[config.mk]
export PLATFORM = sky130hd
export DESIGN_NAME = adc_deshaper
export DESIGN_NICKNAME = d
export VERILOG_FILES = /design/src/rtl/adc_deshaper_pkg.sv /design/src/rtl/adc_deshaper_accumulator.sv /design/src/rtl/adc_deshaper.sv
export SDC_FILE = /design/constraint.sdc
export NUM_CORES = 1
export LEC_CHECK = 0
export ABC_AREA = 0
export CAP_MARGIN = 20
export CORE_MARGIN = 3
export CORE_UTILIZATION = 40
export DETAILED_ROUTE_END_ITERATION = 10
export PLACE_DENSITY = 0.71
export SLEW_MARGIN = 20
export SYNTH_ARGS = -nofsm -noshare
export SYNTH_HDL_FRONTEND = slang
export SYNTH_SLANG_ARGS = --single-unit
[constraint.sdc]
create_clock -name clk -period 3.1 [get_ports clk]
set_input_delay 0.62 -clock clk [delete_from_list [all_inputs] [get_ports clk]]
set_output_delay 0.62 -clock clk [all_outputs]
set_load 0.005 [all_outputs]
[src/rtl/adc_deshaper_pkg.sv]
// Shared types and constants for the ADC de-shaping front end.
package adc_deshaper_pkg;

  // Top-level operating modes
  typedef enum logic [1:0] {
    IDLE = 2'd0,
    CAL  = 2'd1,
    RUN  = 2'd2
  } state_e;

  // Rail codes of the 12-bit converter
  localparam int unsigned CODE_MIN = 0;
  localparam int unsigned CODE_MAX = 4095;

  // Rail-hit counter width and ceiling
  localparam int unsigned SAT_W = 16;
  localparam logic [SAT_W-1:0] SAT_MAX = 16'hFFFF;

endpackage

[src/rtl/adc_deshaper_accumulator.sv]
// Averaging window for baseline calibration: sums 2^CAL_LOG samples and
// presents the truncated mean combinationally on the sample that closes the window.
module baseline_accumulator #(
  parameter int unsigned BITS_IN = 12,
  parameter int unsigned CAL_LOG = 8
) (
  input  logic               clk,
  input  logic               rst,
  input  logic               clear,
  input  logic               sample_en,
  input  logic [BITS_IN-1:0] sample,
  output logic               done_c,
  output logic [BITS_IN-1:0] mean_c
);

  localparam int unsigned ACC_W = BITS_IN + CAL_LOG;

  logic [ACC_W-1:0]   acc_q;
  logic [ACC_W-1:0]   acc_d;
  logic [ACC_W-1:0]   acc_sum_c;
  logic [CAL_LOG-1:0] cnt_q;
  logic [CAL_LOG-1:0] cnt_d;

  // Running sum including the current sample; clear wins over a coincident sample
  always_comb begin
    acc_sum_c = acc_q + ACC_W'(sample);
    done_c    = sample_en && !clear && (cnt_q == '1);
    mean_c    = BITS_IN'(acc_sum_c >> CAL_LOG);
    acc_d     = acc_q;
    cnt_d     = cnt_q;
    if (clear) begin
      acc_d = '0;
      cnt_d = '0;
    end else if (sample_en) begin
      acc_d = acc_sum_c;
      cnt_d = cnt_q + CAL_LOG'(1);
    end
  end

  // Accumulator and sample counter registers
  always_ff @(posedge clk) begin
    if (!rst) begin
      acc_q <= '0;
      cnt_q <= '0;
    end else begin
      acc_q <= acc_d;
      cnt_q <= cnt_d;
    end
  end

endmodule

[src/rtl/adc_deshaper.sv]
// Converts unsigned ADC codes to the signed internal domain: baseline subtract,
// scale by 2^G_ENTRADA_LOG, flag and count rail codes. Baseline comes from an
// averaging calibration or a direct load.
module adc_deshaper
  import adc_deshaper_pkg::*;
#(
  parameter int unsigned BITS_IN       = 12,
  parameter int unsigned BITS_OUT      = 34,
  parameter int unsigned G_ENTRADA_LOG = 10,
  parameter int unsigned CAL_LOG       = 8
) (
  input  logic                       clk,
  input  logic                       rst,
  input  logic                       in_valid,
  input  logic [BITS_IN-1:0]         in,
  input  logic                       cal_start,
  input  logic                       baseline_load,
  input  logic [BITS_IN-1:0]         baseline_in,
  input  logic                       sat_clr,
  output logic                       out_valid,
  output logic signed [BITS_OUT-1:0] out,
  output logic                       out_sat,
  output logic [BITS_IN-1:0]         baseline,
  output logic                       cal_busy,
  output logic                       cal_done,
  output logic [SAT_W-1:0]           sat_count
);

  state_e                     state_q, state_d;
  logic                       out_valid_q, out_valid_d;
  logic signed [BITS_OUT-1:0] out_q, out_d;
  logic                       out_sat_q, out_sat_d;
  logic [BITS_IN-1:0]         baseline_q, baseline_d;
  logic                       cal_busy_q, cal_busy_d;
  logic                       cal_done_q, cal_done_d;
  logic [SAT_W-1:0]           sat_count_q, sat_count_d;

  logic                       acc_clear_c;
  logic                       acc_en_c;
  logic                       acc_done_c;
  logic [BITS_IN-1:0]         acc_mean_c;
  logic [BITS_IN:0]           diff_c;
  logic signed [BITS_OUT-1:0] shaped_c;
  logic                       rail_c;

  // Window restarts whenever we are not calibrating or a pulse redirects the FSM
  assign acc_clear_c = (state_q != CAL) || cal_start || baseline_load;
  assign acc_en_c    = (state_q == CAL) && in_valid;

  baseline_accumulator #(
    .BITS_IN (BITS_IN),
    .CAL_LOG (CAL_LOG)
  ) u_acc (
    .clk       (clk),
    .rst       (rst),
    .clear     (acc_clear_c),
    .sample_en (acc_en_c),
    .sample    (in),
    .done_c    (acc_done_c),
    .mean_c    (acc_mean_c)
  );

  // Zero-extended difference fits in BITS_IN+1 signed bits, so no clipping is needed
  always_comb begin
    diff_c   = {1'b0, in} - {1'b0, baseline_q};
    shaped_c = BITS_OUT'($signed(diff_c)) <<< G_ENTRADA_LOG;
    rail_c   = (in == BITS_IN'(CODE_MIN)) || (in == BITS_IN'(CODE_MAX));
  end

  // Next-state and output logic
  always_comb begin
    state_d     = state_q;
    out_valid_d = 1'b0;
    out_d       = out_q;
    out_sat_d   = out_sat_q;
    baseline_d  = baseline_q;
    cal_done_d  = 1'b0;
    sat_count_d = sat_count_q;

    unique case (state_q)
      IDLE: begin
        if (cal_start) state_d = CAL;
      end
      CAL: begin
        if (cal_start) begin
          state_d = CAL;
        end else if (acc_done_c) begin
          baseline_d = acc_mean_c;
          cal_done_d = 1'b1;
          state_d    = RUN;
        end
      end
      RUN: begin
        if (in_valid) begin
          out_valid_d = 1'b1;
          out_d       = shaped_c;
          out_sat_d   = rail_c;
          if (rail_c && (sat_count_q != SAT_MAX)) begin
            sat_count_d = sat_count_q + SAT_W'(1);
          end
        end
        if (cal_start) state_d = CAL;
      end
      default: state_d = IDLE;
    endcase

    if (sat_clr) sat_count_d = '0;

    // Direct load overrides any calibration in progress and any coincident cal_start
    if (baseline_load) begin
      baseline_d = baseline_in;
      cal_done_d = 1'b0;
      state_d    = RUN;
    end

    cal_busy_d = (state_d == CAL);
  end

  // State and output registers
  always_ff @(posedge clk) begin
    if (!rst) begin
      state_q     <= IDLE;
      out_valid_q <= 1'b0;
      out_q       <= '0;
      out_sat_q   <= 1'b0;
      baseline_q  <= '0;
      cal_busy_q  <= 1'b0;
      cal_done_q  <= 1'b0;
      sat_count_q <= '0;
    end else begin
      state_q     <= state_d;
      out_valid_q <= out_valid_d;
      out_q       <= out_d;
      out_sat_q   <= out_sat_d;
      baseline_q  <= baseline_d;
      cal_busy_q  <= cal_busy_d;
      cal_done_q  <= cal_done_d;
      sat_count_q <= sat_count_d;
    end
  end

  assign out_valid = out_valid_q;
  assign out       = out_q;
  assign out_sat   = out_sat_q;
  assign baseline  = baseline_q;
  assign cal_busy  = cal_busy_q;
  assign cal_done  = cal_done_q;
  assign sat_count = sat_count_q;

endmodule

* Word-level counts from Yosys, hierarchy flattened
Cells that the tools add are included.
** Storage, ports and cells
- Flip-flop bits (word level) :: 75
- Input port bits :: 30
- Output and inout port bits :: 66
** Operators by class
- $add $sub $neg :: 4
- Eq/ne operators :: 8
- Muxes and demuxes :: 11
- Bitwise logic cells :: 2
- Reductions and logical operators :: 20
** Operator list (count)
- 2-to-1 mux 12 bit :: 4
- adder 20 x 12 -> 20 bit :: 1
- adder 16 x 1 -> 16 bit, second input constant :: 1
- != test 16 bit, second input constant :: 1
- subtractor 12 x 12 -> 13 bit :: 1
- == test 12 bit, second input constant :: 1
- logical NOT 12 bit :: 1
- adder 8 x 1 -> 8 bit, second input constant :: 1
- == test 8 bit, second input constant :: 1
- 2-to-1 mux 2 bit :: 4
- AND reduction 3 bit :: 2
- OR reduction 2 bit :: 3
- == test 2 x 1 -> 1 bit, second input constant :: 2
- logical AND 1 bit :: 4
- != test 2 x 1 -> 1 bit, second input constant :: 2
- case mux 2 bit (2 select lines) :: 1
- AND reduction 2 bit :: 2
- nonzero test 2 bit :: 2
- OR reduction 4 bit :: 1
- logical OR 1 bit :: 3
- == test 2 bit, second input constant :: 1
- logical NOT 2 bit :: 1
- 2-to-1 mux 1 bit :: 2
- NOT 1 bit :: 2
- logical NOT 1 bit :: 1

* Depth between registers and ports, before layout
- Depth after elaboration :: 11
- Gate-level depth with buffers :: 9

* By module
Synthesis repeated with hierarchy kept, for this count alone.
** Unflattened totals
- Cells, all modules :: 586
- Area total of the unflattened synthesis :: 4803.4 um^2
** By module, submodules not included
- adc_deshaper :: instances 1, cells an instance 338, area an instance 2722.6 um^2, seq. area each 940.9 um^2
- baseline_accumulator :: instances 1, cells an instance 248, area an instance 2080.7 um^2, seq. area each 560.5 um^2

* Worst setup path after synthesis
OpenSTA, ideal clock, no wires.
- Path kind :: input to register
- Start :: input port in[0]
- End :: register baseline_q[4], in the netlist baseline[4]
- Setup time :: 0.130 ns
- Data arrival time :: 2.610 ns
- Required time :: 2.970 ns
- Path slack :: 0.360 ns
- Stages on the path :: 9
- Path through :: ha_1 > fa_1 > a211oi_1 > o21ai_0 > a31o_2 > a221oi_4 > buf_4 > xor2_1 > o22ai_1
** Between the ends
- Longest elaborated chain between the ends :: 5
** Ends and longest elaborated chain
- start: declaration :: RTL line adc_deshaper.sv:15 : input logic [BITS_IN-1:0] in,
- adder 20 x 12 -> 20 bit :: RTL line adc_deshaper_accumulator.sv:26 : acc_sum_c = acc_q + ACC_W'(sample);
- 2-to-1 mux 12 bit :: RTL line adc_deshaper.sv:87 : end else if (acc_done_c) begin
- 2-to-1 mux 12 bit :: RTL line adc_deshaper.sv:85 : if (cal_start) begin
- 2-to-1 mux 12 bit :: RTL line adc_deshaper.sv:80 : unique case (state_q)
- 2-to-1 mux 12 bit :: RTL line adc_deshaper.sv:110 : if (baseline_load) begin
- end signal: assignment :: RTL line adc_deshaper.sv:135 : baseline_q <= baseline_d;
- end: declaration :: RTL line adc_deshaper.sv:33 : logic [BITS_IN-1:0] baseline_q, baseline_d;
No other way between the ends. The select of a mux whose other input is x is not followed.
A chain may end at the register's enable or synchronous reset.

* Worst setup path after layout
- Start :: input port in[0]
- End :: register u_acc.acc_q[18]
** Between the ends
- Longest elaborated chain between the ends :: 1
** Ends and longest elaborated chain
- adder 20 x 12 -> 20 bit :: RTL line adc_deshaper_accumulator.sv:26
- end signal: assignment :: RTL line adc_deshaper_accumulator.sv:43 : acc_q <= '0;
- end signal: assignment :: RTL line adc_deshaper_accumulator.sv:46 : acc_q <= acc_d;
- end: declaration :: RTL line adc_deshaper_accumulator.sv:18 : logic [ACC_W-1:0] acc_q;
No other way between the ends.

==> impl_metrics.toml <==
[grt]
antenna_found_initial = 0
grt_first_pass_wirelength_mm = 19.35
grt_overflow_total = 0
grt_pass1_vias = 4089
grt_start_max_net_pins = 22
grtUsageTotal_pct = 18.70

[worst_setup_path]
crit_type = "primary input to register"
r2r_start = "u_acc.acc_q[0]$_SDFFE_PP0P_"
cp.required_ns = 3.32
crit_path_end_kind = "register"
startpoint = "in[0]"
cp_max_fo = 14
start_kind = "primary input"
arrival_ns = 3.05

[die]
fp.dieArea_sq_um = 12520
core_sq_um = 10890
initial_core_util_pct = 41.21
num_io_pins = 96
rows = 38
die_h_um = 111.9
die_w_um = 111.9

[cells_and_area]
final_util_pct = 51.90
layout_commonest_cell = "clkdlybuf4s50_1"
final_cell_mix = "clkdlybuf4s50_1 (85), dfxtp_1 (75), nor2_1 (48)"
fill_cells = 1049
final_cell_area_sq_um = 5650
synthToLayoutAreaGrowth_pct = 25.93
nNetsFinal = 686
final_layout_size_suffix_gt1_share_pct = 8.373
antenna_cells = 0

[power_and_ir_drop]
leakagePower_uw = 0.001973
p_total_uw = 2103
power_switching_uw = 571.5
p_sw_share_pct = 27.17
p_int_uw = 1532
power_density_nw_per_um2 = 372.2
power.share.clock_pct = 36.5
p_seq_share_pct = 47.8
power_frac_comb_pct = 15.7
ir_drop_uv = 201.1

[sta]
slew_viol_final = 0
worst_pin_slew_ns = 1.138
holdWs_ns = 0.4540
timing.final.crit_share_pct = 91.36
period_needed_ns = 2.832
rsz0062_at_grt = "no"
setup_violations = 0
skew_ns = 0.01243
max_freq_mhz = 353.1
timing.final.ws_setup_ns = 0.2678
slew_headroom_pct = 23.62
hold_viol_final = 0

[synthesis]
synth.avg_cell_area_sq_um = 8.203
yosysWarnings = 0
ys_seq_elements = 75
ys_top_cells_by_area = "dfxtp_1 (33%), ha_1 (7.3%), xnor2_1 (4.9%), a21oi_1 (4.8%), nor2_1 (4.0%)"
ys.flop_type = "dfxtp_1"
synth_top_area_share_pct = 33.46
synth.distinct_cells = 58
seq_area_frac_synth_pct = 33.46
synth_top_area_cell = "dfxtp_1"
netlist_area_sq_um = 4487
synth_edf_count = 0
netlist_instances = 547
async_flop_share_pct = 0

[clocking]
clockBufferDepth = 2
cts_sinks = 75
htreeDepth = 3
root_buffer = "clkbuf_8"
cts_made_buffers = 9
clock_latency_ns = 0.36
clkTransAtPathRegs_ns = 0.08
cts_setup_buffers = 0
cts_tree = "built"

[route]
vias = 4258
vias_per_cell = 5.508
post_drt_wl_per_cell_um = 15.36
drc = 0
routed_wl_mm = 11.87
firstDrtPassIters = 5
drt_iter0_drc = 262
antenna_left = 0

[run_status]
status = "complete, no violations"

[placed_design]
placed_cell_area_sq_um = 5446
port-buffer-count = 85
gp_congestion = 0.8497
dp_slack_ns = -0.1940
dpl.hpwl_mm = 9.260

[worst_hold_path]
hp-start = "out[16]$_SDFFE_PN0P_"
hold_class = "register to register"

[flow_run]
maxCapViolCount = 0
per-stage QoR:
step / instances / TNS (ns)
global route: 773 / 0
detailed placement: 757 / -1.498
CTS: 773 / 0
finish: 773 / 0
global placement: 757 / -1.084
floorplan: 556 / 0
final timing paths:
kind / to / slack (ns) / cells past startpoint
worst max-delay path: u_acc.acc_q[18]$_SDFFE_PP0P_ / 0.27 / 10
worst min-delay path: out[16]$_SDFFE_PN0P_ / 0.45 / 2
worst max register to register: u_acc.acc_q[18]$_SDFFE_PP0P_ / 0.68 / 9
worst min register to register: out[16]$_SDFFE_PN0P_ / 0.45 / 2
critical path: stages:
cell	delay, ns
clkdlybuf4s50_1	0.43
ha_1	0.24
fa_1	0.43
a211oi_2	0.26
o21ai_0	0.13
a31o_2	0.29
a221oi_4	0.24
buf_4	0.22
or3_1	0.12
a21oi_1	0.06
routing by layer:
| metal | global-route usage, % | share of wire, % | routed length, um |
|---|---|---|---|
| met1 | 22.43 | 43 | 5083 |
| met4 | 8.759 | 2.8 | 336 |
| met3 | 3.533 | 4.8 | 574 |
| met2 | 32.21 | 50 | 5880 |
| met5 | 0 | 0 | 0 |
cell usage after synthesis, types with 3 or more instances:
| library cell | n |
|---|---|
| or4_1 | 7 |
| inv_1 | 21 |
| nand2b_1 | 8 |
| a21o_1 | 3 |
| o22ai_1 | 4 |
| nor4b_1 | 4 |
| xnor2_1 | 25 |
| nor3_1 | 16 |
| nor2b_1 | 4 |
| nor4_1 | 10 |
| clkbuf_1 | 19 |
| nand3b_1 | 4 |
| a22o_1 | 6 |
| nand4_1 | 13 |
| nor2_1 | 48 |
| xor2_1 | 8 |
| o211ai_1 | 9 |
| or2_2 | 3 |
| a22oi_1 | 8 |
| nand2_1 | 44 |
| and3_1 | 3 |
| a211oi_1 | 9 |
| o31ai_1 | 4 |
| or3_1 | 10 |
| ha_1 | 26 |
| o21a_1 | 4 |
| o21ai_0 | 28 |
| a21oi_1 | 43 |
| nand3_1 | 23 |
| buf_4 | 22 |
| dfxtp_1 | 75 |
final cells by class:
cell class              count  area [sq um]  area share (%)
multi-input cells         413          2676           47.36
flip-flops and latches     75          1501           26.57
repair buffers            107          1016           17.98
well taps                 140         175.2           3.100
clock buffers               9         123.9           2.192
inverters                  22         82.58           1.461
clock inverters             7         75.07           1.329
kinds of logic after synthesis:
group                    synth area share (%)
AND/OR/NAND/NOR                         24.43
AO/OA/AOI/OAI                           19.46
flip-flops                              33.46
buffers and inverters                   7.753
XOR/XNOR                                6.442
adder cells (fa/ha/maj)                 8.143
other                                 0.08358
multiplexers                           0.2231
what timing repair did:
| action | 4_1_cts | 5_1_grt |
|---|---|---|
| hold buffers | 0 | 0 |
| endpoints found under the setup margin | 0 | 2 |
| gates resized for setup | 0 | 1 |
power groups by stage:
| stage | Combinational [uW] | Clock [uW] | Sequential [uW] |
|---|---|---|---|
| final | 331 | 768 | 1000 |
| after global routing | 364 | 822 | 1010 |
| after CTS | 330 | 782 | 1000 |
| after detailed placement | 329 | 0 | 1030 |
| after global placement | 322 | 0 | 1030 |
| after floorplan | 190 | 0 | 1020 |
registers in the layout, summed over array words and instances (netlist names), 2 cells and up:
| signal | flops |
|---|---|
| u_acc.acc_q | 20 |
| sat_count | 16 |
| out | 13 |
| baseline | 12 |
| u_acc.cnt_q | 8 |
| state_q | 2 |
No activity file was read; power rests on OpenSTA's default activity.
